==> config.mk <==
export PLATFORM = sky130hd
export DESIGN_NAME = mc_cu
export DESIGN_NICKNAME = d
export VERILOG_FILES = /design/src/rtl/mc_cu_pkg.sv /design/src/rtl/mc_cu_decode.sv /design/src/rtl/mc_cu.sv
export SDC_FILE = /design/constraint.sdc
export NUM_CORES = 1
export LEC_CHECK = 0
export ABC_AREA = 1
export CAP_MARGIN = 15
export CELL_PAD_IN_SITES_DETAIL_PLACEMENT = 0
export CELL_PAD_IN_SITES_GLOBAL_PLACEMENT = 1
export CORE_UTILIZATION = 40
export DETAILED_ROUTE_END_ITERATION = 16
export DONT_BUFFER_PORTS = 1
export HOLD_SLACK_MARGIN = 0.03
export PLACE_DENSITY = 0.74
export SETUP_SLACK_MARGIN = 0.2
export SLEW_MARGIN = 20
export SYNTH_ARGS = -nofsm -noshare
export SYNTH_HDL_FRONTEND = slang
export SYNTH_SLANG_ARGS = --single-unit
==> constraint.sdc <==
create_clock -name clock -period 2.2 [get_ports clock]
set_input_delay 0.33 -clock clock [delete_from_list [all_inputs] [get_ports clock]]
set_output_delay 0.33 -clock clock [all_outputs]
set_load 0.05 [all_outputs]
==> src/rtl/mc_cu_pkg.sv <==
// Shared types and encodings for the multi-cycle RV32I-subset control unit.
package mc_cu_pkg;

    typedef enum logic [2:0] {
        S_IDLE = 3'd0,
        S_IF   = 3'd1,
        S_ID   = 3'd2,
        S_EX   = 3'd3,
        S_MEM  = 3'd4,
        S_WB   = 3'd5,
        S_TRAP = 3'd6
    } state_t;

    localparam logic [6:0] OP_R    = 7'b0110011;
    localparam logic [6:0] OP_I    = 7'b0010011;
    localparam logic [6:0] OP_LUI  = 7'b0110111;
    localparam logic [6:0] OP_LW   = 7'b0000011;
    localparam logic [6:0] OP_SW   = 7'b0100011;
    localparam logic [6:0] OP_BR   = 7'b1100011;
    localparam logic [6:0] OP_JAL  = 7'b1101111;
    localparam logic [6:0] OP_JALR = 7'b1100111;

    localparam logic [2:0] F3_ADD  = 3'b000;
    localparam logic [2:0] F3_SLL  = 3'b001;
    localparam logic [2:0] F3_XOR  = 3'b100;
    localparam logic [2:0] F3_SR   = 3'b101;
    localparam logic [2:0] F3_OR   = 3'b110;
    localparam logic [2:0] F3_AND  = 3'b111;
    localparam logic [2:0] F3_W    = 3'b010;
    localparam logic [2:0] F3_BEQ  = 3'b000;
    localparam logic [2:0] F3_BNE  = 3'b001;
    localparam logic [2:0] F3_BLT  = 3'b100;
    localparam logic [2:0] F3_JALR = 3'b000;

    localparam logic [3:0] ALUC_ADD = 4'b0000;
    localparam logic [3:0] ALUC_SUB = 4'b1000;
    localparam logic [3:0] ALUC_SLL = 4'b0001;
    localparam logic [3:0] ALUC_XOR = 4'b0100;
    localparam logic [3:0] ALUC_SRL = 4'b0101;
    localparam logic [3:0] ALUC_SRA = 4'b1101;
    localparam logic [3:0] ALUC_OR  = 4'b0110;
    localparam logic [3:0] ALUC_AND = 4'b0111;
    localparam logic [3:0] ALUC_LUI = 4'b0010;
    localparam logic [3:0] ALUC_BLT = 4'b1011;
    localparam logic [3:0] ALUC_JAL = 4'b1111;

    localparam logic [1:0] PC_SEQ  = 2'b00;
    localparam logic [1:0] PC_BR   = 2'b01;
    localparam logic [1:0] PC_JALR = 2'b10;
    localparam logic [1:0] PC_JAL  = 2'b11;

    // Static decode of the IR: instruction class plus state-independent ALU controls.
    typedef struct packed {
        logic       bad;
        logic       is_lw;
        logic       is_sw;
        logic       is_beq;
        logic       is_bne;
        logic       is_blt;
        logic       is_jal;
        logic       is_jalr;
        logic [3:0] aluc;
        logic       aluimm;
        logic       sext;
        logic       shift;
        logic       i_lui;
    } dec_t;

endpackage

==> src/rtl/mc_cu_decode.sv <==
// Combinational instruction decoder: IR -> class one-hots and static ALU controls.
module mc_cu_decode
    import mc_cu_pkg::*;
(
    input  logic [31:0] inst,
    output dec_t        dec_c
);

    logic [6:0] opcode;
    logic [2:0] func3;
    logic       alt;
    logic       arith_ok;
    logic       is_shift;
    logic [3:0] arith_op;
    logic       unused_bits;

    assign opcode      = inst[6:0];
    assign func3       = inst[14:12];
    assign alt         = inst[30];
    assign unused_bits = ^{inst[31], inst[29:15], inst[11:7]};
    assign is_shift    = (func3 == F3_SLL) || (func3 == F3_SR);

    // ALU op shared by register and immediate arithmetic; alt selects sub (R only) and sra.
    always_comb begin
        arith_ok = 1'b1;
        arith_op = ALUC_ADD;
        case (func3)
            F3_ADD:  arith_op = (opcode == OP_R && alt) ? ALUC_SUB : ALUC_ADD;
            F3_SLL:  arith_op = ALUC_SLL;
            F3_XOR:  arith_op = ALUC_XOR;
            F3_SR:   arith_op = alt ? ALUC_SRA : ALUC_SRL;
            F3_OR:   arith_op = ALUC_OR;
            F3_AND:  arith_op = ALUC_AND;
            default: arith_ok = 1'b0;
        endcase
    end

    // Opcode class decode; anything not listed is flagged bad.
    always_comb begin
        dec_c = '0;
        case (opcode)
            OP_R: begin
                dec_c.bad  = ~arith_ok;
                dec_c.aluc = arith_op;
            end
            OP_I: begin
                dec_c.bad    = ~arith_ok;
                dec_c.aluc   = arith_op;
                dec_c.aluimm = 1'b1;
                dec_c.shift  = is_shift;
                dec_c.sext   = ~is_shift;
            end
            OP_LUI: begin
                dec_c.aluc   = ALUC_LUI;
                dec_c.aluimm = 1'b1;
                dec_c.i_lui  = 1'b1;
            end
            OP_LW: begin
                dec_c.bad    = (func3 != F3_W);
                dec_c.is_lw  = 1'b1;
                dec_c.aluimm = 1'b1;
                dec_c.sext   = 1'b1;
            end
            OP_SW: begin
                dec_c.bad    = (func3 != F3_W);
                dec_c.is_sw  = 1'b1;
                dec_c.aluimm = 1'b1;
                dec_c.sext   = 1'b1;
            end
            OP_BR: begin
                case (func3)
                    F3_BEQ: begin
                        dec_c.is_beq = 1'b1;
                        dec_c.aluc   = ALUC_SUB;
                    end
                    F3_BNE: begin
                        dec_c.is_bne = 1'b1;
                        dec_c.aluc   = ALUC_SUB;
                    end
                    F3_BLT: begin
                        dec_c.is_blt = 1'b1;
                        dec_c.aluc   = ALUC_BLT;
                    end
                    default: dec_c.bad = 1'b1;
                endcase
            end
            OP_JAL: begin
                dec_c.is_jal = 1'b1;
                dec_c.aluc   = ALUC_JAL;
            end
            OP_JALR: begin
                dec_c.bad     = (func3 != F3_JALR);
                dec_c.is_jalr = 1'b1;
                dec_c.aluimm  = 1'b1;
                dec_c.sext    = 1'b1;
            end
            default: dec_c.bad = 1'b1;
        endcase
    end

endmodule

==> src/rtl/mc_cu.sv <==
// Multi-cycle control FSM: sequences IF/ID/EX/MEM/WB over a shared ALU and memory port.
module mc_cu
    import mc_cu_pkg::*;
#(
    parameter int unsigned TIMEOUT = 16,
    parameter int unsigned CNT_W   = 5
)
(
    input  logic        clock,
    input  logic        resetn,
    input  logic [31:0] inst,
    input  logic        z,
    input  logic        flag_small,
    input  logic        mem_ready,
    output logic        mem_req,
    output logic        iord,
    output logic        ir_we,
    output logic        pc_we,
    output logic [1:0]  pcsource,
    output logic        wreg,
    output logic        wmem,
    output logic        m2reg,
    output logic [3:0]  aluc,
    output logic        aluimm,
    output logic        sext,
    output logic        shift,
    output logic        i_lui,
    output logic        illegal,
    output logic        bus_err,
    output logic [2:0]  state
);

    state_t             state_r;
    state_t             state_nxt;
    dec_t               dec;
    logic [CNT_W-1:0]   wait_cnt;
    logic               wait_last;
    logic               timeout_c;
    logic               illegal_c;
    logic               is_branch;
    logic               taken;

    mc_cu_decode u_decode (
        .inst  (inst),
        .dec_c (dec)
    );

    assign state     = state_r;
    assign wait_last = (wait_cnt == CNT_W'(TIMEOUT - 1));
    assign is_branch = dec.is_beq | dec.is_bne | dec.is_blt;
    assign taken     = (dec.is_beq & z) | (dec.is_bne & ~z) | (dec.is_blt & flag_small);

    // State register.
    always_ff @(posedge clock or negedge resetn) begin
        if (!resetn) begin
            state_r <= S_IDLE;
        end else begin
            state_r <= state_nxt;
        end
    end

    // Memory wait counter (restarts on every state change) and sticky error flags.
    always_ff @(posedge clock or negedge resetn) begin
        if (!resetn) begin
            wait_cnt <= '0;
            illegal  <= 1'b0;
            bus_err  <= 1'b0;
        end else begin
            if (state_nxt != state_r) begin
                wait_cnt <= '0;
            end else if (mem_req && !mem_ready) begin
                wait_cnt <= wait_cnt + CNT_W'(1);
            end
            if (timeout_c) begin
                bus_err <= 1'b1;
            end
            if (illegal_c) begin
                illegal <= 1'b1;
            end
        end
    end

    // Next state and per-state datapath strobes; everything forced low while in reset.
    always_comb begin
        state_nxt = state_r;
        mem_req   = 1'b0;
        iord      = 1'b0;
        ir_we     = 1'b0;
        pc_we     = 1'b0;
        pcsource  = PC_SEQ;
        wreg      = 1'b0;
        wmem      = 1'b0;
        m2reg     = 1'b0;
        aluc      = ALUC_ADD;
        aluimm    = 1'b0;
        sext      = 1'b0;
        shift     = 1'b0;
        i_lui     = 1'b0;
        timeout_c = 1'b0;
        illegal_c = 1'b0;

        case (state_r)
            S_IDLE: state_nxt = S_IF;
            S_IF: begin
                mem_req = 1'b1;
                if (mem_ready) begin
                    ir_we     = 1'b1;
                    pc_we     = 1'b1;
                    state_nxt = S_ID;
                end else if (wait_last) begin
                    timeout_c = 1'b1;
                    state_nxt = S_TRAP;
                end
            end
            S_ID: begin
                if (dec.bad) begin
                    illegal_c = 1'b1;
                    state_nxt = S_TRAP;
                end else begin
                    state_nxt = S_EX;
                end
            end
            S_EX: begin
                aluc   = dec.aluc;
                aluimm = dec.aluimm;
                sext   = dec.sext;
                shift  = dec.shift;
                i_lui  = dec.i_lui;
                if (is_branch) begin
                    pc_we     = taken;
                    pcsource  = PC_BR;
                    state_nxt = S_IF;
                end else if (dec.is_lw || dec.is_sw) begin
                    state_nxt = S_MEM;
                end else begin
                    state_nxt = S_WB;
                end
            end
            S_MEM: begin
                mem_req = 1'b1;
                iord    = 1'b1;
                wmem    = dec.is_sw;
                if (mem_ready) begin
                    state_nxt = dec.is_sw ? S_IF : S_WB;
                end else if (wait_last) begin
                    timeout_c = 1'b1;
                    state_nxt = S_TRAP;
                end
            end
            S_WB: begin
                wreg  = 1'b1;
                m2reg = dec.is_lw;
                if (dec.is_jal) begin
                    pc_we    = 1'b1;
                    pcsource = PC_JAL;
                end else if (dec.is_jalr) begin
                    pc_we    = 1'b1;
                    pcsource = PC_JALR;
                end
                state_nxt = S_IF;
            end
            S_TRAP:  state_nxt = S_TRAP;
            default: state_nxt = S_IDLE;
        endcase

        if (!resetn) begin
            mem_req  = 1'b0;
            iord     = 1'b0;
            ir_we    = 1'b0;
            pc_we    = 1'b0;
            pcsource = PC_SEQ;
            wreg     = 1'b0;
            wmem     = 1'b0;
            m2reg    = 1'b0;
            aluc     = ALUC_ADD;
            aluimm   = 1'b0;
            sext     = 1'b0;
            shift    = 1'b0;
            i_lui    = 1'b0;
        end
    end

endmodule

==> results_dict.tcl <==
set metrics [dict create \
    status "complete, but fails checks" \
    clock-root-buffer "clkbuf_4" \
    cp-startpoint "state[2]" \
    critPathBufInv 4 \
    rsz0062_at_grt "yes" \
    die_h_um 57.0 \
    final_antenna_net_count 0 \
    clock.fmax_mhz 509 \
    swShare 0.528 \
    cts_sinks 10 \
    drt_iter0_drc 61 \
    peakVddDrop_mv 0.812 \
    cts_tree "yes" \
    p_leak_nw 0.707 \
    powerDensity_mw_per_mm2 833 \
    diodes 0 \
    dieArea_mm2 0.00325 \
    fin_crit_sh 0.894 \
    drv_slew 0 \
    cts_max_path_buffers 2 \
    synthFlopType "dfrtp_1" \
    yosysWarnings 0 \
    finalNetCount 248 \
    die_w_um 57.0 \
    grt_pass1_wl_um 5490 \
    criticalPathCategory "reg -> out" \
    antenna_found_initial 0 \
    seqPwrFrac 0.176 \
    place_area_mm2 0.00153 \
    io_pins 59 \
    drc 2 \
    combPwrFrac 0.709 \
    cp-start-kind "flip-flop" \
    syn_area_per_cell_um2 6.61 \
    wl_per_cell_um 13.1 \
    totalWireLength_um 3140 \
    critPathTopFamily "simple AND/OR/NAND/NOR gates" \
    post-route-util 0.613 \
    violations "design-rule violations, negative hold slack" \
    timing.hold.ws_ns -0.247 \
    cts-buffers-inserted 3 \
    crit_slowest_cell "dfrtp_2" \
    via_count 1299 \
    power.internal_mw 0.676 \
    worstPathRequired_ns 1.87 \
    num_rows 19 \
    hold_viol 10 \
    syn2layout_area_growth_pct 42.2 \
    yosysSeqAreaShare 0.207 \
    clock_power_share 0.115 \
    setup_tns_ns 0 \
    syn-instance-count 183 \
    vias_per_cell 5.44 \
    ys_ff_latch 10 \
    start_util 0.431 \
    drt_pass1_iterations 10 \
    syn_nets 222 \
    dp_hpwl_um 2500 \
    synth_async_sr_flop_share 1.00 \
    synth_cell_type_count 35 \
    crit_chain "buf_6, inv_4, nand3_4, nor2_4, inv_2, o21ai_2, nor2_1, nor2_2, buf_12" \
    clk_latency_ns 0.26 \
    clk_pin_slew_ns 0.07 \
    coreArea_mm2 0.00281 \
    cp.arrival_ns 1.64 \
    place.port_buffers 0 \
    period_needed_ns 1.97 \
    grt_pass1_vias 1238 \
    final_cell_area_mm2 0.00172 \
    cp-end-kind "output port" \
    p_switching_mw 0.757 \
    r2r_start "wait_cnt[0]" \
    hp-class "in -> async" \
    worstPathMaxFanout 4 \
    synth.top_cells.by_area "dfrtp_1, nor2_1, inv_1, nand2_1, nand3_1" \
    cpPeakStageDelay_ns 0.44 \
    tightest_slew_ns 0.472 \
    maxSlewHeadroom 0.686 \
    place.gp.congestion 0.925 \
    groute.usage.overall 0.213 \
    synth_edf_count 0 \
    htreeDepth 1 \
    final-setup-viol-count 0 \
    grt_max_degree 12 \
    fin_skew_ns 0.00369 \
    report.power.total_mw 1.43 \
    netlist_area_mm2 0.00121 \
    grt_overflow_total 0 \
    final_cell_mix "inv_1, nand2_1, nor2_1, nand3_1, buf_4" \
    drv_cap 0 \
    synth_top_area_share 0.207 \
    drive_above_1_share 0.486 \
    yosys.area.top_type "dfrtp_1" \
]
==> layout make-up <==
type | count | area (µm²)
flip-flops and latches | 10 | 254
well taps | 31 | 38.8
multi-input cells | 140 | 990
repair buffers | 22 | 260
inverters | 32 | 141
clock buffers | 4 | 36.3
fillers | 254 | 1080
==> per-stage QoR <==
step	instances	setup WS, ns
2_1_floorplan	183	0.0121
3_3_place_gp	229	0.184
3_5_place_dp	229	0.180
4_1_cts	237	0.195
5_1_grt	239	0.158
6_report	239	0.234
==> path summary, 6_finish.rpt <==
kind / end / slack [ns] / cells after the start
max in group asynchronous: state[1] / 2.37 / 0
min in group clock: state[0] / 0.41 / 4
min reg2reg: wait_cnt[4] / 0.64 / 4
min: state[2] / -0.25 / 0
max: pc_we / 0.23 / 9
max reg2reg: wait_cnt[4] / 0.35 / 9
==> state kept, by name, indices dropped and copies added (netlist names) <==
register / flops
wait_cnt: 5
state: 3
bus_err: 1
illegal: 1
==> cell families (layout without fill, tap and decap cells) <==
| family | Yosys count | in the layout | share of synthesized area |
|---|---|---|---|
| flip-flops | 10 | 10 | 0.207 |
| multiplexers | 1 | 1 | 0.00931 |
| AO/OA/AOI/OAI | 22 | 22 | 0.114 |
| buffers and inverters | 33 | 58 | 0.103 |
| AND/OR/NAND/NOR | 112 | 112 | 0.524 |
| adder cells (fa/ha/maj) | 2 | 2 | 0.0207 |
| XOR/XNOR | 3 | 3 | 0.0217 |
==> synthesized netlist by cell type (all sizes together), types with 3 or more instances <==
cell and instances:
a21oi 6, dfrtp 10, inv 31, nand2 33, nand3 24, nor2 39, nor3 10, o21ai 8
xor2 3
==> power groups by stage <==
stage	registers, mW	clock network [mW]	logic (mW)
detailed placement	0.253	0	0.807
CTS	0.248	0.172	0.949
global route	0.254	0.181	1.09
floorplan	0.350	0	0.542
global placement	0.252	0	0.799
finish	0.252	0.165	1.02
==> routing by layer <==
| metal | wire length, µm | part of all wire | track usage |
|---|---|---|---|
| met1 | 1440 | 0.46 | 0.292 |
| met2 | 1440 | 0.46 | 0.345 |
| met3 | 234 | 0.075 | 0.0567 |
| met4 | 20 | 0.0064 | 0.0314 |
| met5 | 0 | 0 | 0 |
==> timing repair <==
item / CTS / global route
cloned: 0 / 0
pin swaps: 3 / 8
hold endpoints to repair: 10 / 10
endpoints found under the setup margin: 12 / 12
resized for setup: 20 / 12
setup buffers: 4 / 2
No activity file was read; power rests on OpenSTA's default activity.
